--- config.mk ---
export PLATFORM = sky130hd
export DESIGN_NAME = lzd_norm_arbiter_flat
export DESIGN_NICKNAME = d
export VERILOG_FILES = /design/src/rtl/lzd_norm_arbiter_pkg.sv /design/src/rtl/lzd_norm_arbiter_if.sv /design/src/rtl/lzd_norm_arbiter_lzd.sv /design/src/rtl/lzd_norm_arbiter.sv /design/src/flat_wrapper.sv
export SDC_FILE = /design/constraint.sdc
export NUM_CORES = 1
export LEC_CHECK = 0
export ABC_CLOCK_PERIOD_IN_PS = 4400
export CAP_MARGIN = 25
export CORE_UTILIZATION = 52
export DETAILED_ROUTE_END_ITERATION = 8
export PLACE_DENSITY = 0.85
export SYNTH_ARGS = -nofsm -noshare
export SYNTH_HDL_FRONTEND = slang
export SYNTH_SLANG_ARGS = --single-unit
--- constraint.sdc ---
create_clock -name clk -period 4.4 [get_ports clk]
set_input_delay 0.88 -clock clk [delete_from_list [all_inputs] [get_ports clk]]
set_output_delay 0.88 -clock clk [all_outputs]
set_load 0.05 [all_outputs]
--- src/rtl/lzd_norm_arbiter_pkg.sv ---
// lzd_norm_arbiter_pkg: shared widths and requester id encoding
package lzd_norm_arbiter_pkg;
  localparam int BIAS = 7;
  localparam int W_DEF = 2 * BIAS + 1;
  localparam int CW_DEF = $clog2(W_DEF + 1);
  localparam int TW_DEF = 4;
  localparam logic REQ_ADD = 1'b0;
  localparam logic REQ_MUL = 1'b1;
endpackage

--- src/rtl/lzd_norm_arbiter_if.sv ---
// lzd_norm_arbiter_if: two requester ports and the result port of the shared normalizer
interface lzd_norm_arbiter_if
  import lzd_norm_arbiter_pkg::*;
#(
  parameter int W  = W_DEF,
  parameter int CW = $clog2(W + 1),
  parameter int TW = TW_DEF
);
  logic          req0_vld;
  logic          req0_rdy;
  logic [W-1:0]  req0_data;
  logic [TW-1:0] req0_tag;
  logic          req1_vld;
  logic          req1_rdy;
  logic [W-1:0]  req1_data;
  logic [TW-1:0] req1_tag;
  logic          res_vld;
  logic          res_rdy;
  logic          res_id;
  logic [TW-1:0] res_tag;
  logic [CW-1:0] res_lz;
  logic [W-1:0]  res_norm;
  logic          res_zero;
  modport master (
    output req0_vld, req0_data, req0_tag, req1_vld, req1_data, req1_tag, res_rdy,
    input  req0_rdy, req1_rdy, res_vld, res_id, res_tag, res_lz, res_norm, res_zero
  );
  modport slave (
    input  req0_vld, req0_data, req0_tag, req1_vld, req1_data, req1_tag, res_rdy,
    output req0_rdy, req1_rdy, res_vld, res_id, res_tag, res_lz, res_norm, res_zero
  );
endinterface

--- src/rtl/lzd_norm_arbiter_lzd.sv ---
// lzd_norm_arbiter_lzd: combinational leading-zero count, returns N for all-zero input
module lzd_norm_arbiter_lzd
  import lzd_norm_arbiter_pkg::*;
#(
  parameter int N  = W_DEF,
  parameter int CW = $clog2(N + 1)
) (
  input  logic [N-1:0]  in_data,
  input  logic          in_vld,
  output logic [CW-1:0] cnt,
  output logic          out_vld
);
  always_comb begin
    cnt = CW'(N);
    for (int i = 0; i < N; i++)
      if (in_data[i]) cnt = CW'(N - 1 - i);
  end
  assign out_vld = in_vld;
endmodule

--- src/rtl/lzd_norm_arbiter.sv ---
// lzd_norm_arbiter: round-robin two-stage sequencer sharing one LZD and normalizing shifter
module lzd_norm_arbiter
  import lzd_norm_arbiter_pkg::*;
#(
  parameter int W  = W_DEF,
  parameter int CW = $clog2(W + 1),
  parameter int TW = TW_DEF
) (
  input logic               clk,
  input logic               rst_n,
  lzd_norm_arbiter_if.slave bus
);
  logic          s1_adv, s2_adv, gnt_id, hs, last_grant, s1_vld, s1_id, lzd_vld_unused;
  logic [W-1:0]  s1_data;
  logic [TW-1:0] s1_tag;
  logic [CW-1:0] lz;
  assign s2_adv = ~bus.res_vld | bus.res_rdy;
  assign s1_adv = ~s1_vld | s2_adv;
  assign gnt_id = (bus.req1_vld && (!bus.req0_vld || last_grant == REQ_ADD)) ? REQ_MUL : REQ_ADD;
  assign bus.req0_rdy = rst_n & s1_adv & bus.req0_vld & (gnt_id == REQ_ADD);
  assign bus.req1_rdy = rst_n & s1_adv & bus.req1_vld & (gnt_id == REQ_MUL);
  assign hs = bus.req0_rdy | bus.req1_rdy;
  always_ff @(posedge clk or negedge rst_n) begin
    if (!rst_n) begin
      s1_vld     <= 1'b0;
      s1_id      <= REQ_ADD;
      s1_data    <= '0;
      s1_tag     <= '0;
      last_grant <= REQ_MUL;
    end else if (s1_adv) begin
      s1_vld  <= hs;
      s1_id   <= gnt_id;
      s1_data <= (gnt_id == REQ_MUL) ? bus.req1_data : bus.req0_data;
      s1_tag  <= (gnt_id == REQ_MUL) ? bus.req1_tag : bus.req0_tag;
      if (hs) last_grant <= gnt_id;
    end
  end
  lzd_norm_arbiter_lzd #(.N(W), .CW(CW)) u_lzd (
    .in_data (s1_data),
    .in_vld  (s1_vld),
    .cnt     (lz),
    .out_vld (lzd_vld_unused)
  );
  always_ff @(posedge clk or negedge rst_n) begin
    if (!rst_n) begin
      bus.res_vld  <= 1'b0;
      bus.res_id   <= 1'b0;
      bus.res_tag  <= '0;
      bus.res_lz   <= '0;
      bus.res_norm <= '0;
      bus.res_zero <= 1'b0;
    end else if (s2_adv) begin
      bus.res_vld  <= s1_vld;
      bus.res_id   <= s1_id;
      bus.res_tag  <= s1_tag;
      bus.res_lz   <= lz;
      bus.res_norm <= s1_data << lz;
      bus.res_zero <= s1_data == '0;
    end
  end
endmodule

--- src/flat_wrapper.sv ---
// flat-port wrapper written by rule: the top's interface ports become plain ports
module lzd_norm_arbiter_flat import lzd_norm_arbiter_pkg::*;
#(
  parameter int W  = W_DEF,
  parameter int CW = $clog2(W + 1),
  parameter int TW = TW_DEF
)
  (clk, rst_n, bus_req0_vld, bus_req0_data, bus_req0_tag, bus_req1_vld, bus_req1_data, bus_req1_tag, bus_res_rdy, bus_req0_rdy, bus_req1_rdy, bus_res_vld, bus_res_id, bus_res_tag, bus_res_lz, bus_res_norm, bus_res_zero);
  lzd_norm_arbiter_if #(.W(W), .CW(CW), .TW(TW)) bus_i ();
  input logic clk;
  input logic rst_n;
  input wire logic [$bits(bus_i.req0_vld)-1:0] bus_req0_vld;
  input wire logic [$bits(bus_i.req0_data)-1:0] bus_req0_data;
  input wire logic [$bits(bus_i.req0_tag)-1:0] bus_req0_tag;
  input wire logic [$bits(bus_i.req1_vld)-1:0] bus_req1_vld;
  input wire logic [$bits(bus_i.req1_data)-1:0] bus_req1_data;
  input wire logic [$bits(bus_i.req1_tag)-1:0] bus_req1_tag;
  input wire logic [$bits(bus_i.res_rdy)-1:0] bus_res_rdy;
  output wire logic [$bits(bus_i.req0_rdy)-1:0] bus_req0_rdy;
  output wire logic [$bits(bus_i.req1_rdy)-1:0] bus_req1_rdy;
  output wire logic [$bits(bus_i.res_vld)-1:0] bus_res_vld;
  output wire logic [$bits(bus_i.res_id)-1:0] bus_res_id;
  output wire logic [$bits(bus_i.res_tag)-1:0] bus_res_tag;
  output wire logic [$bits(bus_i.res_lz)-1:0] bus_res_lz;
  output wire logic [$bits(bus_i.res_norm)-1:0] bus_res_norm;
  output wire logic [$bits(bus_i.res_zero)-1:0] bus_res_zero;
  assign bus_i.req0_vld = bus_req0_vld;
  assign bus_i.req0_data = bus_req0_data;
  assign bus_i.req0_tag = bus_req0_tag;
  assign bus_i.req1_vld = bus_req1_vld;
  assign bus_i.req1_data = bus_req1_data;
  assign bus_i.req1_tag = bus_req1_tag;
  assign bus_i.res_rdy = bus_res_rdy;
  assign bus_req0_rdy = bus_i.req0_rdy;
  assign bus_req1_rdy = bus_i.req1_rdy;
  assign bus_res_vld = bus_i.res_vld;
  assign bus_res_id = bus_i.res_id;
  assign bus_res_tag = bus_i.res_tag;
  assign bus_res_lz = bus_i.res_lz;
  assign bus_res_norm = bus_i.res_norm;
  assign bus_res_zero = bus_i.res_zero;
  lzd_norm_arbiter #(.W(W), .CW(CW), .TW(TW)) u_core (.clk(clk), .rst_n(rst_n), .bus(bus_i));
endmodule
== Word-level counts from Yosys, hierarchy flattened ==
Cells that the tools add are included.

* Add/sub/neg operators: 0
* $mul: 0
* Divide/modulo/power cells: 0
* Magnitude comparators: 0
* Equal/unequal tests: 0
* Shift operators: 1
* Muxes and demuxes: 18
* Bitwise logic cells: 12
* Reduce and logical (&&, ||, !) cells: 5

{| class="wikitable"
|+ Operators with widths
! operator !! number
|-
| two-way mux 4 bit || 15
|-
| zero test 15 bit || 1
|-
| two-way mux 15 bit || 1
|-
| left shift 15 x 4 -> 15 bit || 1
|-
| AND 1 bit || 5
|-
| NOT 1 bit || 4
|-
| bitwise OR 1 bit || 3
|-
| two-way mux 1 bit || 2
|-
| AND reduction 2 bit || 1
|-
| logical AND 1 bit || 1
|-
| zero test 1 bit || 1
|-
| logical OR 1 bit || 1
|}

* Flip-flop bits (word level): 48
* Bits in latches: 0
* Bits in writable memories: 0
* Bits in read-only memories: 0
* Bits of input ports: 43
* Output and inout bits: 28
* Memories kept: 0

== Depth between registers and ports, before layout ==
* Depth in word-level cells: 16
* Mapped depth: 9
* Depth with buffers taken out: 7

== By module ==
Synthesis repeated with hierarchy kept, for this count alone.

* Cell total of the unflattened synthesis: 280
* Area, all modules: 2,685.1 µm²

{| class="wikitable"
|+ Modules (own cells, without submodules)
! module !! times used !! cells an instance !! area an instance (µm²)
|-
| lzd_norm_arbiter || 1 || 253 || 2,527.4
|-
| lzd_norm_arbiter_lzd || 1 || 27 || 157.7
|}

== Least setup slack after synthesis ==
OpenSTA, ideal clock, no wires.

* Path type: in2out
* From: input bus_req1_vld
* To: output bus_req0_rdy
* Data arrival time: 2.016 ns
* Data required time: 3.520 ns
* Path slack: 1.504 ns
* Stages: 3
* Path through: a21boi_1 -> clkbuf_1 -> nor2_1

* Word-level cells in the longest chain between the ends: 4

{| class="wikitable"
|+ Ends and longest elaborated chain
! element !! RTL line !! RTL
|-
| start, declared || flat_wrapper.sv:15 || <nowiki>input wire logic [$bits(bus_i.req1_vld)-1:0] bus_req1_vld;</nowiki>
|-
| logical AND 1 bit || lzd_norm_arbiter.sv:19 || <nowiki>assign gnt_id = (bus.req1_vld && (!bus.req0_vld || last_grant == REQ_ADD)) ? REQ_MUL : REQ_ADD;</nowiki>
|-
| two-way mux 1 bit || lzd_norm_arbiter.sv:19 ||
|-
| NOT 1 bit || lzd_norm_arbiter.sv:20 || <nowiki>assign bus.req0_rdy = rst_n & s1_adv & bus.req0_vld & (gnt_id == REQ_ADD);</nowiki>
|-
| AND 1 bit || lzd_norm_arbiter.sv:20 ||
|-
| end, declared || flat_wrapper.sv:19 || <nowiki>output wire logic [$bits(bus_i.req0_rdy)-1:0] bus_req0_rdy;</nowiki>
|}

Every way passes these cells.

== Final worst setup path ==
* From: input bus_res_rdy
* To: output bus_req1_rdy

* Word-level cells in the longest chain between the ends: 5

{| class="wikitable"
|+ Ends and longest elaborated chain
! element !! RTL line !! RTL
|-
| start, declared || flat_wrapper.sv:18 || <nowiki>input wire logic [$bits(bus_i.res_rdy)-1:0] bus_res_rdy;</nowiki>
|-
| bitwise OR 1 bit || lzd_norm_arbiter.sv:17 || <nowiki>assign s2_adv = ~bus.res_vld | bus.res_rdy;</nowiki>
|-
| bitwise OR 1 bit || lzd_norm_arbiter.sv:18 || <nowiki>assign s1_adv = ~s1_vld | s2_adv;</nowiki>
|-
| AND 1 bit (3 in a row) || lzd_norm_arbiter.sv:21 || <nowiki>assign bus.req1_rdy = rst_n & s1_adv & bus.req1_vld & (gnt_id == REQ_MUL);</nowiki>
|-
| end, declared || flat_wrapper.sv:20 || <nowiki>output wire logic [$bits(bus_i.req1_rdy)-1:0] bus_req1_rdy;</nowiki>
|}

Every way passes these cells.

==> results.txt <==
status -> complete, no violations
Starting DRT DRC Count -> 288
Power Dens Cells -> 477 mW/mm^2
Critical Path AT -> 2.04 ns
CTS Hold Bufs -> 0
reg-to-reg endpoint -> u_core.bus.res_norm[13]
min-delay worst type -> reg2reg
crit path max fanout -> 3
initial core utilization -> 55.3%
Synthesized Nets -> 328
Req. time, crit path -> 3.52 ns
Synth Area in Adders -> 0%
Die X -> 73.6 um
Compound-Gate Fraction of Synth Area -> 23.3%
register area share after synthesis -> 45.1%
synthesized flop and latch total -> 48
Cells after Synth -> 285
Mapped Area -> 0.00266 mm^2
Final Power -> 1.69 mW
Clk Latency, worst-skew pair -> 0.30 ns
Post-Layout Cell Count -> 418
area delta synth->final -> 32.8%
first-pass GRT wire length -> 10400 um
fmax -> 343 MHz
R2R Setup Slk -> 2.04 ns
Synth Area in XOR/XNOR -> 0%
drt via density -> 5.71
Post-Place Cells -> 410
initial antenna violation count -> 0
RD Place Congestion -> 0.931
LEAKAGE -> 1.50 nW
Bufs on Longest Clock Path -> 2
CTS buffer count -> 5
commonest non-fill, non-tap cells in the layout -> clkdlybuf4s50_1 (67), nand2_1 (50), dfrtp_1 (47)
Ports -> 71
Max Cap Viol -> 0
Core Box Area -> 0.00482 mm^2
max_slew headroom -> 58.6%
Port-buffer cells -> 70
area fraction in and, or, nand and nor cells after synthesis -> 16.1%
clk slew on worst S/H paths -> 0.09 ns
fraction of the cycle the final worst path needs -> 66.3%
Mapped Avg Cell Area -> 9.35 um^2
Nets -> 393
Die Footprint -> 0.00541 mm^2
share of the synthesized area in the top cell type -> 44.2%
remaining antenna violation count -> 0
WL per Instance -> 14.8 um
post-synthesis mux area share -> 11.0%
clock skew -> 0.00480 ns
root buf cell -> clkbuf_8
Least-Margin Pin Slew -> 0.615 ns
CTS tree -> done
Ant. Diodes -> 0
via count -> 2385
Hold Slack -> 0.482 ns
CTS Sinks -> 48
WHS Endpoint -> u_core.bus.res_tag[0]
Max Slew Vio Count -> 0
Yosys top cell by area -> dfrtp_1
final wirelength -> 6200 um
share of cells above drive strength 1 -> 9.69%
synth warn -> 0
drt first pass iters -> 4
Setup-failing EPs final -> 0
hold path startpoint -> u_core.bus.res_tag[0]
die height -> 73.6 um
largest family of logic cells by synthesized area -> compound AO/OA/AOI/OAI gates
fillcell total -> 393
vias in the first global route -> 2221
peak supply drop -> 0.200 mV
largest net degree at the start of global routing -> 50
hold depth -> 2
post-CTS setup buffers -> 0
cts repair resizes -> 0
crit end category -> output pin
hpwl dp -> 4690 um
DRC viols -> 0
WS Path Type -> in2out
worst r2r path cells -> 7
worst r2r src -> u_core.s1_data[13]
htree depth -> 2
Final Hold Viols -> 0
row count -> 25
Critical Path Start Type -> input pin
Global Route Usage Sum -> 25.2%
global route overflow -> 0
crit path time final -> 2.92 ns
library cells used by synthesis -> 53
RSZ-0062 raised after global routing -> false
most common cell after layout, fill and taps aside -> clkdlybuf4s50_1
Area contributors post-synth -> dfrtp_1 (44%), mux2i_1 (10%), nand2_1 (7.0%)
setup_tns -> 0 ns
## cells by family after synthesis
group,after synthesis
AND/OR/NAND/NOR,96
AO/OA/AOI/OAI,88
flip-flops,48
multiplexers,29
buffers and inverters,24
## stage by stage
step | worst slack [ns] | util (%) | area, um^2
global route | 1.41 | 73.5 | 3540
detailed placement | 1.51 | 70.6 | 3400
CTS | 1.48 | 73.5 | 3540
global placement | 1.53 | 70.6 | 3400
finish | 1.48 | 73.5 | 3540
floorplan | 1.50 | - | 2660
## layer usage
metal / GRT usage (%) / up-vias / routed length, um
met3: 6.45 / 8 / 377
li1: - / 1153 / -
met5: 0 / - / 0
met1: 33.1 / 1113 / 2690
met2: 41.3 / 111 / 3080
met4: 6.84 / 0 / 62
## registers in the layout, indices dropped and copies added, names as in the netlist
| register | count |
|---|---|
| u_core.s1_vld | 1 |
| u_core.bus.res_id | 1 |
| u_core.last_grant | 1 |
| u_core.bus.res_tag | 4 |
| u_core.bus.res_zero | 1 |
| u_core.bus.res_lz | 4 |
| u_core.bus.res_vld | 1 |
| u_core.s1_id | 1 |
| u_core.s1_tag | 4 |
| u_core.s1_data | 15 |
| u_core.bus.res_norm | 15 |
## cell type report
| type | instances | area, um^2 | share of cell area [%] |
|---|---|---|---|
| clock inverters | 3 | 68.8 | 1.94 |
| inverters | 8 | 32.5 | 0.919 |
| repair buffers | 74 | 733 | 20.7 |
| well taps | 67 | 83.8 | 2.37 |
| flip-flops and latches | 48 | 1200 | 34.0 |
| clock buffers | 5 | 68.8 | 1.94 |
| multi-input cells | 213 | 1350 | 38.1 |
## cell usage after synthesis (all sizes together)
master and number:
a21bo 1, a21boi 1, a21o 4, a21oi 31, a221o 2, a221oi 3
a22o 3, a22oi 8, a2bb2oi 2, a31oi 3, a32oi 3, and3 1
buf 7, clkbuf 9, dfrtp 47, dfstp 1, inv 8, mux2 2
mux2i 27, nand2 51, nand2b 2, nand3 4, nand3b 1, nor2 30
nor2b 1, nor3 1, nor4 4, o211ai 3, o21a 1, o21ai 15
o22a 1, o31a 2, o31ai 5, or4 1
## worst max path at each step
stage,start,to,slack [ns],depth (start not counted)
2_1_floorplan,bus_req1_vld,bus_req0_rdy,1.50,3
3_3_place_gp,bus_res_rdy,bus_req0_rdy,1.53,6
3_5_place_dp,bus_res_rdy,bus_req0_rdy,1.51,6
4_1_cts,bus_res_rdy,bus_req0_rdy,1.48,6
5_1_grt,bus_res_rdy,bus_req0_rdy,1.41,6
6_report,bus_res_rdy,bus_req1_rdy,1.48,5
## power by group
group,total [mW],internal (mW),switching [mW]
sequential,0.619,0.528,0.0905
combinational,0.690,0.260,0.430
clock,0.378,0.229,0.150
## worst max-delay path, cell delays in order
cell and delay, ns:
clkdlybuf4s50_1 0.44, nor2b_2 0.19, nand2_1 0.12, and3_1 0.22
buf_4 0.19
(Power assumes the default switching activity.)
